===== config.mk =====
export PLATFORM = sky130hd
export DESIGN_NAME = decoder3to8_pipe
export DESIGN_NICKNAME = d
export VERILOG_FILES = /design/src/rtl/dec_pkg.sv /design/src/rtl/decoder3to8_skid.sv /design/src/rtl/decoder3to8_pipe.sv
export SDC_FILE = /design/constraint.sdc
export NUM_CORES = 1
export LEC_CHECK = 0
export ABC_AREA = 1
export BUFFER_PORTS_ARGS = -buffer_cell sky130_fd_sc_hd__buf_4
export CAP_MARGIN = 0
export CORE_MARGIN = 8
export CORE_UTILIZATION = 42
export CTS_BUF_LIST = sky130_fd_sc_hd__clkbuf_8
export DETAILED_ROUTE_END_ITERATION = 10
export PLACE_DENSITY = 0.77
export RECOVER_POWER = 50
export SYNTH_ARGS = -nofsm -noshare
export SYNTH_HDL_FRONTEND = slang
export SYNTH_SLANG_ARGS = --single-unit

===== constraint.sdc =====
create_clock -name clk -period 1 [get_ports clk]
set_input_delay 0.2 -clock clk [delete_from_list [all_inputs] [get_ports clk]]
set_output_delay 0.2 -clock clk [all_outputs]
set_load 0.02 [all_outputs]

===== src/rtl/dec_pkg.sv =====
// ---------------------------------------------------------------------------
// dec_pkg
// Shared constants for the streaming 3-to-8 decoder:
//   - widths of the code, the one-hot byte and the occurrence counters
//   - skid buffer state encoding (EMPTY / ONE / FULL)
//   - decode_onehot(): binary code -> one-hot byte, bit `code` set
// Optional counters in the top level are built only when DEC_COUNT_EN is
// defined.
// ---------------------------------------------------------------------------
package dec_pkg;

    localparam int CODE_W   = 3;
    localparam int ONEHOT_W = 8;
    localparam int CNT_W    = 8;

    localparam logic [CNT_W-1:0] CNT_MAX = 8'hFF;

    // Skid buffer occupancy states.
    localparam logic [1:0] EMPTY = 2'd0;  // nothing held
    localparam logic [1:0] ONE   = 2'd1;  // main register valid
    localparam logic [1:0] FULL  = 2'd2;  // main and skid both valid

    function automatic logic [ONEHOT_W-1:0] decode_onehot(input logic [CODE_W-1:0] code);
        return ONEHOT_W'(1) << code;
    endfunction

endpackage


===== src/rtl/decoder3to8_skid.sv =====
// ---------------------------------------------------------------------------
// decoder3to8_skid
// Two-entry valid/ready skid buffer. The main register drives the output;
// the skid register absorbs one extra item so the upstream side can run at
// one transfer per cycle without in_ready looking at out_ready.
// Ports:
//   clk, rst            clock, synchronous active-high reset
//   in_data/in_valid    upstream payload and valid
//   in_ready            buffer can accept (registered state only, and !rst)
//   out_data/out_valid  main register contents and valid
//   out_ready           downstream accepts out_data this cycle
// The main register is cleared to zero whenever the buffer drains.
// ---------------------------------------------------------------------------
module decoder3to8_skid
    import dec_pkg::*;
#(
    parameter int W = CODE_W
) (
    input  logic         clk,
    input  logic         rst,
    input  logic [W-1:0] in_data,
    input  logic         in_valid,
    output logic         in_ready,
    output logic [W-1:0] out_data,
    output logic         out_valid,
    input  logic         out_ready
);

    logic [1:0]   state_q, state_d;
    logic [W-1:0] main_q, main_d;
    logic [W-1:0] skid_q, skid_d;

    logic accept;
    logic deliver;

    assign in_ready  = !rst && (state_q != FULL);
    assign out_valid = (state_q != EMPTY);
    assign out_data  = main_q;

    assign accept  = in_valid && in_ready;
    assign deliver = out_valid && out_ready;

    always_comb begin
        // NOTE: every signal written here gets a default first, so no path
        // leaves it unassigned and no latch is inferred.
        state_d = state_q;
        main_d  = main_q;
        skid_d  = skid_q;

        case (state_q)
            EMPTY: begin
                if (accept) begin
                    state_d = ONE;
                    main_d  = in_data;
                end
            end
            ONE: begin
                if (accept && deliver) begin
                    main_d = in_data;
                end else if (accept) begin
                    state_d = FULL;
                    skid_d  = in_data;
                end else if (deliver) begin
                    state_d = EMPTY;
                    main_d  = '0;
                end
            end
            FULL: begin
                // in_ready is low here, so only a deliver can move us.
                if (deliver) begin
                    state_d = ONE;
                    main_d  = skid_q;
                    skid_d  = '0;
                end
            end
            default: begin
                state_d = EMPTY;
                main_d  = '0;
                skid_d  = '0;
            end
        endcase
    end

    always_ff @(posedge clk) begin
        // NOTE: state registers use non-blocking assignments so every flop
        // samples pre-edge values regardless of statement order.
        if (rst) begin
            state_q <= EMPTY;
            main_q  <= '0;
            skid_q  <= '0;
        end else begin
            state_q <= state_d;
            main_q  <= main_d;
            skid_q  <= skid_d;
        end
    end

endmodule


===== src/rtl/decoder3to8_pipe.sv =====
// ---------------------------------------------------------------------------
// decoder3to8_pipe
// Streaming 3-to-8 one-hot decoder with a valid/ready interface on both
// sides and a two-entry skid buffer for full throughput under backpressure.
// Ports:
//   clk, rst                 clock, synchronous active-high reset
//   in_code/in_valid/in_ready    upstream binary code handshake
//   out/out_valid/out_ready      downstream one-hot byte handshake
//   cnt_sel, cnt_clr, cnt_val    per-code occurrence counter read/clear
// Build option DEC_COUNT_EN: when defined, eight saturating 8-bit counters
// count delivered codes; when undefined, cnt_sel/cnt_clr are ignored and
// cnt_val reads 8'h00.
// ---------------------------------------------------------------------------
module decoder3to8_pipe
    import dec_pkg::*;
(
    input  logic                clk,
    input  logic                rst,
    input  logic [CODE_W-1:0]   in_code,
    input  logic                in_valid,
    output logic                in_ready,
    output logic [ONEHOT_W-1:0] out,
    output logic                out_valid,
    input  logic                out_ready,
    input  logic [CODE_W-1:0]   cnt_sel,
    input  logic                cnt_clr,
    output logic [CNT_W-1:0]    cnt_val
);

    logic [CODE_W-1:0] main_code;

    decoder3to8_skid #(
        .W (CODE_W)
    ) u_skid (
        .clk       (clk),
        .rst       (rst),
        .in_data   (in_code),
        .in_valid  (in_valid),
        .in_ready  (in_ready),
        .out_data  (main_code),
        .out_valid (out_valid),
        .out_ready (out_ready)
    );

    // A cleared main register holds code 0, which would decode to 8'h01;
    // gating with out_valid keeps out at 8'h00 while nothing is held.
    assign out = out_valid ? decode_onehot(main_code) : '0;

`ifdef DEC_COUNT_EN
    logic                 deliver;
    logic [CNT_W-1:0]     cnt_q [ONEHOT_W];
    logic [CNT_W-1:0]     cnt_d [ONEHOT_W];

    assign deliver = out_valid && out_ready;

    always_comb begin
        cnt_d = cnt_q;
        // Clear takes priority over a same-cycle increment.
        if (cnt_clr) begin
            for (int k = 0; k < ONEHOT_W; k++) begin
                cnt_d[k] = '0;
            end
        end else if (deliver && (cnt_q[main_code] != CNT_MAX)) begin
            cnt_d[main_code] = cnt_q[main_code] + CNT_W'(1);
        end
    end

    always_ff @(posedge clk) begin
        // NOTE: this small array is reset explicitly because the counts are
        // software-visible; bulk storage without that need would skip it.
        if (rst) begin
            for (int k = 0; k < ONEHOT_W; k++) begin
                cnt_q[k] <= '0;
            end
        end else begin
            cnt_q <= cnt_d;
        end
    end

    assign cnt_val = cnt_q[cnt_sel];
`else
    logic unused_cnt_inputs;

    assign unused_cnt_inputs = ^{cnt_sel, cnt_clr};
    assign cnt_val           = '0;
`endif

endmodule


==> impl_metrics.csv <==
group,metric,value,unit
outcome,status,"finished with violations",
outcome,violations,"negative setup slack",
sta,fmax,735,MHz
synthesis,flip_flop_and_latch_count_after_synthesis,8,
drt,dr.pass1.iters,4,
cts,cts-htree-levels,1,
drt,drt_drc_violations_left,0,
setup_path,path_max_fanout,4,
synthesis,number_of_distinct_library_cells_after_synthesis,16,
layout,fillers,70,
cts,clockRootBuffer,"clkbuf_8",
power_and_ir_drop,finalPower,1150,uW
sta,finalMaxSlewViolations,0,
layout,finish.cell_count_without_fillers,153,
floorplan,design.die.area,2890,sq um
layout,antenna_cells,0,
sta,finalSetupViolCount,17,
layout,final_nets,150,
drt,wl_per_cell,14.8,um
synthesis,synthesis.instances,105,
layout,final_cell_area,1090,sq um
placement,post-place-cells,145,
setup_path,criticalPathCategory,"reg -> out",
layout,area_growth,83.1,%
setup_path,cp.arrival,1.16,ns
setup_path,critical_path_buf_inv_count,1,
power_and_ir_drop,peakVddDrop,0.000773,V
sta,worst_clock_skew_on_the_final_layout,0.00384,ns
synthesis,netlist_area,598,sq um
sta,rsz0062_at_grt,"true",
layout,mostFrequentLayoutCell,"nand2_1",
floorplan,die_x,53.7,um
setup_path,cell_family_with_most_cp_delay,"simple AND/OR/NAND/NOR gates",
placement,gp_congestion,0.860,
placement,io_buffer_count,16,
cts,clkLatencyLatePin,0.23,ns
floorplan,floorplan.die.height,53.7,um
grt,vias_in_the_first_global_route,764,
setup_path,crit_chain,"nor2_2 > or2_4 > nor2_4 > buf_6",
grt,grt_start_max_net_pins,7,
grt,total_routing_usage_reported_by_global_routing,15.4,%
cts,cts.path.max_buffers,2,
cts,clock_tree_from_tritoncts,"built",
floorplan,initial_core_util,45.4,%
floorplan,fp-row-count,13,
setup_path,critPathLaunchType,"register",
setup_path,critical_path_slowest_stage_cell,"dfxtp_4",
drt,num_vias,769,
placement,postPlaceCellArea,888,sq um
grt,grt_antenna_before_repair,0,
grt,leftover_overflow_at_the_end_of_global_routing,0,
setup_path,data_required_time_of_the_worst_path,0.80,ns
setup_path,critPathMaxStageDelay,0.38,ns
sta,layout_setup_ws,-0.361,ns
run,timing.max_cap.violations,0,
drt,postRouteAntennaNets,0,
power_and_ir_drop,cellPowerDensity,1050,nW/um^2
placement,dpl_worst_slack,-0.167,ns
setup_path,worst_setup_path_end_kind,"output pin",
cts,cts_made_buffers,3,
layout,most-common-layout-cells,"22 x nand2_1, 19 x buf_4, 12 x nor2_4",
cts,cts.clk_slew.worst_paths,0.05,ns
sta,post-route-period-util,136,%
power_and_ir_drop,leakage_power_total,0.000495,uW
drt,drt-initial-drc-count,13,
sta,period_needed,1.36,ns
drt,wirelength,2.26,mm
min_path,hold_path.class,"in -> reg",
layout,layout-drive-gt1-share,51.4,%
synthesis,yosys_warnings,0,
placement,detailed_place_hpwl,1.39,mm
synthesis,synth_sequential_area_ratio,26.8,%
grt,grt_pass1_wl,3.38,mm
floorplan,ioPinCount,29,
floorplan,core-area,1320,sq um
sta,timing.final.hold_violations,0,
synthesis,synthesis.area_per_instance,5.70,sq um
cts,clock_sink_count,8,
drt,vias_per_cell,5.03,
report_power, final:
part | switching [uW] | total [uW] | internal, uW
logic | 229 | 373 | 144
registers | 20.0 | 357 | 337
clock network | 148 | 416 | 268
Yosys cell counts (all sizes together):
library cell	count	area (sq um)
a21oi	5	25.0
buf	8	60.1
conb	1	3.75
dfxtp	8	160
inv	13	48.8
nand2	32	123
nand3	6	35.0
nand3b	2	15.0
nor2	22	82.6
nor3	1	5.00
o21ai	6	33.8
or2	1	6.26
sequential cells by signal, indices dropped and copies added (netlist names):
name,cells
u_skid.skid_q,3
u_skid.out_data,3
u_skid.state_q,2
what timing repair did:
| item | 4_1_cts | 5_1_grt |
|---|---|---|
| pin swaps | 11 | 5 |
| hold endpoints to repair | 0 | 0 |
| hold buffers | 0 | 0 |
| gates resized for setup | 21 | 19 |
| setup endpoints to repair | 16 | 18 |
| setup buffers | 4 | 1 |
final cells by class:
cell class / instances / area (sq um) / share of cell area (%)
multi-input combinational: 83 / 541 / 49.4
timing repair buffer: 30 / 267 / 24.3
sequential: 8 / 170 / 15.5
inverter: 13 / 53.8 / 4.91
clock buffer: 3 / 41.3 / 3.77
tap: 15 / 18.8 / 1.71
clock inverter: 1 / 3.75 / 0.343
final timing paths:
kind	start	end	slack [ns]	cells past startpoint
max	u_skid.state_q[0]	out[3]	-0.36	4
max reg2reg	u_skid.state_q[1]	u_skid.skid_q[0]	-0.22	7
min	out_ready	u_skid.state_q[1]	0.20	2
min reg2reg	u_skid.skid_q[2]	u_skid.skid_q[2]	0.49	2
layer usage:
metal	routed length (um)	track usage, %	up-vias
met5	0	0	-
met4	80	8.40	0
met3	132	3.58	12
met2	1230	28.8	26
met1	811	15.3	354
li1	-	-	377
stage by stage:
stage	hold WS (ns)	util, %	setup TNS [ns]
finish	0.198	83.1	-4.06
CTS	0.177	79.5	-4.06
floorplan	0.262	-	-0.704
global route	0.200	83.1	-4.92
global placement	0.402	67.4	-1.29
detailed placement	0.406	67.4	-1.58
logic make-up after synthesis:
logic type,count (synthesis),synth area share [%]
AOI/OAI and AO/OA,11,9.83
buffers and inverters,21,18.2
DFF,8,26.8
other,1,0.627
and+or+nand+nor,64,44.6
Power figures use the tool's default switching activity.
